**config.mk**
```make
export PLATFORM = sky130hd
export DESIGN_NAME = mem_sequencer_flat
export DESIGN_NICKNAME = d
export VERILOG_FILES = /design/src/rtl/mem_sequencer_if.sv /design/src/rtl/mem_sequencer.sv /design/src/flat_wrapper.sv
export SDC_FILE = /design/constraint.sdc
export NUM_CORES = 1
export LEC_CHECK = 0
export CORE_MARGIN = 3
export CORE_UTILIZATION = 35
export CTS_CLUSTER_SIZE = 24
export DETAILED_ROUTE_END_ITERATION = 10
export PLACE_DENSITY = 0.9
export SLEW_MARGIN = 10
export SYNTH_ARGS = -nofsm -noshare
export SYNTH_HDL_FRONTEND = slang
export SYNTH_SLANG_ARGS = --single-unit
export TNS_END_PERCENT = 30
```
**constraint.sdc**
```tcl
create_clock -name clk -period 2.05 [get_ports clk]
set_input_delay 0.205 -clock clk [delete_from_list [all_inputs] [get_ports clk]]
set_output_delay 0.205 -clock clk [all_outputs]
set_load 0.005 [all_outputs]
```
**src/rtl/mem_sequencer_if.sv**
```systemverilog
// Shared instruction/data memory port between mem_sequencer (master) and the memory (slave).
// Valid/ready: mem_req with its attributes holds stable until the cycle mem_ready=1 completes it.
interface mem_sequencer_if;
    logic        mem_req;
    logic        mem_we;
    logic [31:0] mem_addr;
    logic [31:0] mem_wdata;
    logic [3:0]  mem_wstrb;
    logic        mem_ready;
    logic [31:0] mem_rdata;

    modport master (
        output mem_req,
        output mem_we,
        output mem_addr,
        output mem_wdata,
        output mem_wstrb,
        input  mem_ready,
        input  mem_rdata
    );

    modport slave (
        input  mem_req,
        input  mem_we,
        input  mem_addr,
        input  mem_wdata,
        input  mem_wstrb,
        output mem_ready,
        output mem_rdata
    );
endinterface

```
**src/rtl/mem_sequencer.sv**
```systemverilog
// Multi-phase sequencer running a single-cycle RV32I datapath over one shared memory port:
// fetch, decode settle, optional load/store, then a one-cycle commit strobe.
module mem_sequencer #(
    parameter int unsigned TIMEOUT   = 255,
    parameter logic [31:0] NOP_INSTR = 32'h00000013
) (
    input  logic         clk,
    input  logic         rst,
    input  logic [31:0]  pc,
    input  logic         d_read,
    input  logic         d_write,
    input  logic [31:0]  d_addr,
    input  logic [31:0]  d_wdata,
    input  logic [3:0]   d_wstrb,
    output logic [31:0]  instr,
    output logic [31:0]  d_rdata,
    output logic         commit,
    output logic         bus_err,
    output logic [2:0]   dbg_state,
    mem_sequencer_if.master bus
);

    typedef enum logic [2:0] {
        S_FETCH   = 3'd0,
        S_EXEC    = 3'd1,
        S_DATA_RD = 3'd2,
        S_DATA_WR = 3'd3,
        S_WB      = 3'd4,
        S_HALT    = 3'd5
    } state_e;

    // A request that is still unanswered in the cycle holding this count has timed out.
    localparam logic [15:0] TO_LAST = 16'(TIMEOUT - 1);

    state_e      state_q, state_d;
    logic [15:0] cnt_q, cnt_d;
    logic [31:0] instr_q, instr_d;
    logic [31:0] rdata_q, rdata_d;

    logic        req_c;
    logic        we_c;
    logic [31:0] addr_c;
    logic [31:0] wdata_c;
    logic [3:0]  wstrb_c;
    logic        commit_c;
    logic        expired;

    assign expired = (cnt_q == TO_LAST);

    always_ff @(posedge clk) begin
        if (rst) begin
            state_q <= S_FETCH;
            cnt_q   <= 16'd0;
            instr_q <= NOP_INSTR;
            rdata_q <= 32'd0;
        end else begin
            state_q <= state_d;
            cnt_q   <= cnt_d;
            instr_q <= instr_d;
            rdata_q <= rdata_d;
        end
    end

    always_comb begin
        state_d  = state_q;
        cnt_d    = cnt_q;
        instr_d  = instr_q;
        rdata_d  = rdata_q;
        req_c    = 1'b0;
        we_c     = 1'b0;
        addr_c   = 32'd0;
        wdata_c  = 32'd0;
        wstrb_c  = 4'd0;
        commit_c = 1'b0;

        case (state_q)
            S_FETCH: begin
                req_c  = 1'b1;
                addr_c = pc;
                if (bus.mem_ready) begin
                    instr_d = bus.mem_rdata;
                    state_d = S_EXEC;
                end else begin
                    cnt_d = cnt_q + 16'd1;
                    if (expired) state_d = S_HALT;
                end
            end
            S_EXEC: begin
                // A store takes priority when decode raises both requests.
                cnt_d = 16'd0;
                if (d_write)     state_d = S_DATA_WR;
                else if (d_read) state_d = S_DATA_RD;
                else             state_d = S_WB;
            end
            S_DATA_RD: begin
                req_c  = 1'b1;
                addr_c = d_addr;
                if (bus.mem_ready) begin
                    rdata_d = bus.mem_rdata;
                    state_d = S_WB;
                end else begin
                    cnt_d = cnt_q + 16'd1;
                    if (expired) state_d = S_HALT;
                end
            end
            S_DATA_WR: begin
                req_c   = 1'b1;
                we_c    = 1'b1;
                addr_c  = d_addr;
                wdata_c = d_wdata;
                wstrb_c = d_wstrb;
                if (bus.mem_ready) begin
                    state_d = S_WB;
                end else begin
                    cnt_d = cnt_q + 16'd1;
                    if (expired) state_d = S_HALT;
                end
            end
            S_WB: begin
                commit_c = 1'b1;
                cnt_d    = 16'd0;
                state_d  = S_FETCH;
            end
            S_HALT: begin
                state_d = S_HALT;
            end
            default: begin
                state_d = S_FETCH;
            end
        endcase
    end

    // Request and commit are masked while reset is held so an abandoned access drops at once.
    assign bus.mem_req   = req_c & ~rst;
    assign bus.mem_we    = we_c;
    assign bus.mem_addr  = addr_c;
    assign bus.mem_wdata = wdata_c;
    assign bus.mem_wstrb = wstrb_c;
    assign commit        = commit_c & ~rst;
    assign bus_err       = (state_q == S_HALT);
    assign instr         = instr_q;
    assign d_rdata       = rdata_q;
    assign dbg_state     = state_q;

endmodule

```
**src/flat_wrapper.sv**
```systemverilog
// flat-port wrapper written by rule: the top's interface ports become plain ports
module mem_sequencer_flat 
#(
    parameter int unsigned TIMEOUT   = 255,
    parameter logic [31:0] NOP_INSTR = 32'h00000013
)
  (clk, rst, pc, d_read, d_write, d_addr, d_wdata, d_wstrb, instr, d_rdata, commit, bus_err, dbg_state, bus_mem_req, bus_mem_we, bus_mem_addr, bus_mem_wdata, bus_mem_wstrb, bus_mem_ready, bus_mem_rdata);
  mem_sequencer_if bus_i ();
  input  logic clk;
  input  logic rst;
  input  logic [31:0] pc;
  input  logic d_read;
  input  logic d_write;
  input  logic [31:0] d_addr;
  input  logic [31:0] d_wdata;
  input  logic [3:0] d_wstrb;
  output logic [31:0] instr;
  output logic [31:0] d_rdata;
  output logic commit;
  output logic bus_err;
  output logic [2:0] dbg_state;
  output wire logic [$bits(bus_i.mem_req)-1:0] bus_mem_req;
  output wire logic [$bits(bus_i.mem_we)-1:0] bus_mem_we;
  output wire logic [$bits(bus_i.mem_addr)-1:0] bus_mem_addr;
  output wire logic [$bits(bus_i.mem_wdata)-1:0] bus_mem_wdata;
  output wire logic [$bits(bus_i.mem_wstrb)-1:0] bus_mem_wstrb;
  input wire logic [$bits(bus_i.mem_ready)-1:0] bus_mem_ready;
  input wire logic [$bits(bus_i.mem_rdata)-1:0] bus_mem_rdata;
  assign bus_mem_req = bus_i.mem_req;
  assign bus_mem_we = bus_i.mem_we;
  assign bus_mem_addr = bus_i.mem_addr;
  assign bus_mem_wdata = bus_i.mem_wdata;
  assign bus_mem_wstrb = bus_i.mem_wstrb;
  assign bus_i.mem_ready = bus_mem_ready;
  assign bus_i.mem_rdata = bus_mem_rdata;
  mem_sequencer #(.TIMEOUT(TIMEOUT), .NOP_INSTR(NOP_INSTR)) u_core (.clk(clk), .rst(rst), .pc(pc), .d_read(d_read), .d_write(d_write), .d_addr(d_addr), .d_wdata(d_wdata), .d_wstrb(d_wstrb), .instr(instr), .d_rdata(d_rdata), .commit(commit), .bus_err(bus_err), .dbg_state(dbg_state), .bus(bus_i));
endmodule
```
# Yosys cells after proc, flatten, opt, wreduce, memory -nomap -nowiden
# Index checks and enable logic that the tools add are counted.
dict set report totals {
  in_bits 137
  output_inout_bits 139
  memories 0
  wordCells 37
  rom_bits 0
  latchBits 0
  reg_bits 83
  ramBits 0
}
dict set report op_classes {
  order_cmp 0
  n_mul 0
  n_shift 0
  reduce_logical 8
  bitwise 3
  addsub 1
  eq_ne 7
  n_mux 14
  div_mod_pow 0
}
# op n
set ops {}
lappend ops {{case mux 32 bit (2 select lines)} 1}
lappend ops {{two-way mux 32 bit} 1}
lappend ops {{case mux 16 bit (2 select lines)} 1}
lappend ops {{adder 16 x 1 -> 16 bit, second input constant} 1}
lappend ops {{== test 16 x 8 -> 1 bit, second input constant} 1}
lappend ops {{two-way mux 16 bit} 1}
lappend ops {{two-way mux 3 bit} 5}
lappend ops {{case mux 3 bit (4 select lines)} 1}
lappend ops {{== test 3 x 2 -> 1 bit, second input constant} 2}
lappend ops {{== test 3 bit, second input constant} 2}
lappend ops {{AND reduction 2 bit} 3}
lappend ops {{two-way mux 4 bit} 1}
lappend ops {{OR reduction 2 bit} 2}
lappend ops {{== test 3 x 1 -> 1 bit, second input constant} 1}
lappend ops {{zero test 3 bit} 1}
lappend ops {{two-way mux 1 bit} 3}
lappend ops {{OR reduction 3 bit} 1}
lappend ops {{AND 1 bit} 2}
lappend ops {{!= test 2 bit, second input constant} 1}
lappend ops {{nonzero test 2 bit} 1}
lappend ops {{inverter 1 bit} 1}

# Logic depth before layout (Yosys ltp)
dict set report logic_depth {
  word_depth 4
  ltp_mapped 8
  mapped_depth_nobuf 5
}

# Least setup slack after synthesis
# No wires, ideal clock.
dict set report synth_path {
  path_kind {register -> register}
  start {reg u_core.state_q[2] (netlist: u_core.dbg_state[2])}
  end {reg u_core.cnt_q[5]}
  path_slack_ps 394
  arrival_time_ps 1586
  path_stages_with_launch 7
  period_less_slack_ps 1656
  n_path_buf 2
  setup_ps 70
  cell_sequence {dfxtp_1 > buf_6 > or2_0 > buf_2 > or3_4 > or3_1 > a21oi_1}
}
dict set report synth_between {
  elab_chain_len 4
}
# item line
set synth_rtl {}
lappend synth_rtl {{start, declared} mem_sequencer.sv:35} ;# state_e state_q, state_d;
lappend synth_rtl {{start signal, assigned} mem_sequencer.sv:57} ;# state_q <= state_d;
lappend synth_rtl {{== test 3 x 2 -> 1 bit, or another cell as far along} mem_sequencer.sv:76} ;# case (state_q)
lappend synth_rtl {{OR reduction 3 bit (no line) or OR reduction 2 bit (tied branches)} --}
lappend synth_rtl {{!= test 2 bit (no line) or nonzero test 2 bit (tied branches)} --}
lappend synth_rtl {{AND reduction 2 bit (no line)} --}
lappend synth_rtl {{end signal, assigned} mem_sequencer.sv:58} ;# cnt_q <= cnt_d;
lappend synth_rtl {{end, declared} mem_sequencer.sv:36} ;# logic [15:0] cnt_q, cnt_d;
# Several ways; a longest one is shown, not always the timed one.
# A chain may end at the register's enable or synchronous reset.

# Worst setup path after layout
dict set report layout_path {
  start {reg u_core.state_q[1] (netlist: u_core.dbg_state[1])}
  end {out bus_mem_addr[15]}
}
dict set report layout_between {
  elab_chain_len 3
}
# item line
set layout_rtl {}
lappend layout_rtl {{== test 3 x 2 -> 1 bit} mem_sequencer.sv:76}
lappend layout_rtl {{OR reduction 2 bit (no line)} --}
lappend layout_rtl {{case mux 32 bit (2 select lines) *} mem_sequencer.sv:76}
lappend layout_rtl {{end, declared} flat_wrapper.sv:24} ;# output wire logic [$bits(bus_i.mem_addr)-1:0] bus_mem_addr;
# Every way passes the cells marked *; elsewhere a longest branch is shown, timed or not.

==> metrics.txt <==
DRC 0; slowest CP cell clkdlybuf4s50_1; dpl hpwl 13,620 um; syn_area_per_cell 7.724 um^2; max incr delay on CP 500 ps; Final Util 67.59%; fillcell total 809; Post-synth top flop dfxtp_1; mux contribution to synthesized area 1.581%; vias per cell 5.341; Layout area overhead 83.99%; EDFF count, synth 0; Worst Clk Skew 10.80 ps; first-pass GRT wire length 26,740 um; Hold Path Sink u_core.d_rdata[23]; Hold WC Path Type in -> reg; setup TNS -8.162 ps; row cnt 37; RSZ-0062 raised after global routing true; Mapped Cells 502; element type at the critical path end primary output; 1st-pass router iterations 5; Hold Path Origin rst; Final Max Slew Viols 0; Hold Vio Cnt, Final 0; WP data required 1850 ps; Worst Reg-to-Reg Cells 6; final setup margin -3.648 ps; cell family with most CP delay buffers and inverters; P_leak 3.238 nW; Synth Area in Adders 0.6454%; Final #Nets 904; sequential cell area 0.001670 mm^2; buffers plus inverters on the worst setup path 2; GRT Resource Usage Total 27.18%; post-synthesis simple-gate area fraction 28.53%; final-report setup violation count 3; TritonCTS buffer count 9; FF-to-FF End u_core.cnt_q[5]; Arr. time, crit path 1850 ps; Power Dens Cells 622.2 mW/mm^2; Crit Path Category reg -> out; WL/cell 19.64 um; Detail Route Antenna Nets 0; DIE HEIGHT 111.3 um; Yosys reg bits 83; CTS Root Cell clkbuf_8; reg-to-reg slack, setup 120 ps; CTS tree yes; Syn. warnings 0; Iter 0 DRT Violations 442; Least-Margin Pin Slew 598.6 ps; VDD IR max 0.3690 mV; vias in the first global route 4,711; Synth cell types 41; Seq/Total Area, Yosys 42.85%; via count 4,844; total congestion overflow 0; Reg clk slew, reported paths 90 ps; Buffers on Ports 275; GPL Wtd Cong 0.9213; minimum clock period 2054 ps; layout cells sized above 1 7.922%; fmax 486.9 MHz; fraction of registers with async set/reset 0%; H-tree depth 3; IO Pins 276; Hold Path Depth 3; critical path peak fanout 17; critical path, cell by cell nor3_4, buf_8, a22o_1, clkdlybuf4s50_1; core area 0.01056 mm^2; Worst R2R Start u_core.dbg_state[2]; Compound-Gate Fraction of Synth Area 20.72%; Tcrit/Tclk final 100.2%; Clk Latency, worst-skew pair 340 ps; dominant combinational cell family by area after synthesis simple AND/OR/NAND/NOR gates; initial antenna violation count 1; Synth area leader dfxtp_1; Max clock buf depth 2; post-synth net total 641; Slew headroom 60.10%; final non-filler cell total 907; CP startpoint kind register; Starting Density 36.74%; Synth Cell Area 0.003877 mm^2; CTS sink cnt 83; commonest cells after routing, fill and taps aside 217 x clkdlybuf4s50_1, 141 x nand2_1, 80 x dfxtp_1; die width 111.3 um; largest net degree at the start of global routing 59; XOR/XNOR Fraction of Synth Area 0.2259%; pre-CTS setup slack 70.42 ps; Yosys top cell area share 42.85%; synth top area cells dfxtp_1 43%, nand2_1 14%, a21oi_1 9.3%; max-cap violations 0; DIE AREA 0.01238 mm^2; placed cells 886; status complete, but fails checks; multi-input logic area 0.002039 mm^2; failing checks setup timing; commonest non-fill, non-tap cell in the layout clkdlybuf4s50_1; Routed WL 17,810 um
through the flow:
step	instance area [um^2]	hold slack, ps	total power [mW]
3_3_place_gp	6834	442.7	3.281
5_1_grt	7134	387.9	4.658
6_report	7134	403.0	4.439
4_1_cts	7057	373.3	4.480
2_1_floorplan	3877	329.3	2.361
3_5_place_dp	6834	445.7	3.311
report_power, final:
group	internal, mW	switching, mW	leakage [nW]	total, mW
Sequential	1.70	0.0656	0.676	1.77
Combinational	0.883	0.654	2.46	1.54
Clock	0.500	0.634	0.0998	1.13
Total	3.09	1.35	3.24	4.44
flip-flops by register name, summed over array words and instances, names as in the netlist:
name and cells:
u_core.d_rdata 32, u_core.instr 32, u_core.dbg_state 3, u_core.cnt_q 16
synthesized netlist by cell type, types with 3 or more instances:
master,count
nor2_1,8
nor3_1,7
nor2b_1,3
a31o_2,3
inv_1,3
a31oi_1,3
and3_1,39
or2_2,5
a311oi_1,5
clkbuf_1,33
or3_1,3
nand2_1,141
mux2i_1,5
a21oi_1,72
buf_2,13
nand4_1,6
dfxtp_1,83
a22o_1,32
nand3b_1,4
nand3_1,6
cells by family (layout without fill, tap and decap cells):
logic type	count (synthesis)	after routing
adder cells (fa/ha/maj)	2	2
AND/OR/NAND/NOR	235	235
buffers and inverters	50	318
multiplexers	6	6
flip-flops	83	83
other	0	1
XOR/XNOR	1	1
AO/OA/AOI/OAI	125	125
layout make-up:
| type | count | share of cell area, % |
|---|---|---|
| antenna | 1 | 0.03508 |
| clock buffer | 10 | 1.929 |
| clock inverter | 6 | 0.7717 |
| inverter | 3 | 0.1578 |
| multi-input combinational | 369 | 28.59 |
| sequential | 83 | 23.41 |
| tap | 136 | 2.385 |
| timing repair buffer | 299 | 42.72 |
metal layers:
layer / track usage [%] / part of all wire, % / up-vias
met3: 7.041 / 8.3 / 20
met4: 5.677 / 1.9 / 0
met2: 48.37 / 51 / 249
met1: 32.96 / 39 / 2300
li1: - / - / 2275
met5: 0 / 0 / -
what timing repair did:
action / CTS / global route
resized for setup: 37 / 34
setup endpoints to repair: 71 / 40
gates cloned: 1 / 0
setup buffers: 3 / 1
hold buffers: 0 / 0
pin swaps: 3 / 2
worst max-delay path by stage:
stage / start / endpoint / slack (ps) / cells after the start
after floorplan: u_core.dbg_state[2] / u_core.cnt_q[5] / 390 / 6
after global placement: bus_mem_ready / u_core.cnt_q[5] / 80 / 5
after detailed placement: bus_mem_ready / u_core.cnt_q[5] / 70 / 5
after CTS: u_core.dbg_state[2] / bus_mem_addr[15] / -50 / 5
after global routing: u_core.dbg_state[1] / bus_mem_addr[15] / -90 / 4
final: u_core.dbg_state[1] / bus_mem_addr[15] / -4 / 4
worst reg2reg max path, stage by stage (launching register included):
cell	delay (ps)
dfxtp_4	380
buf_4	150
buf_4	150
or2_1	300
or3_4	410
or3_1	310
a21oi_1	150
(Power assumes the default switching activity.)
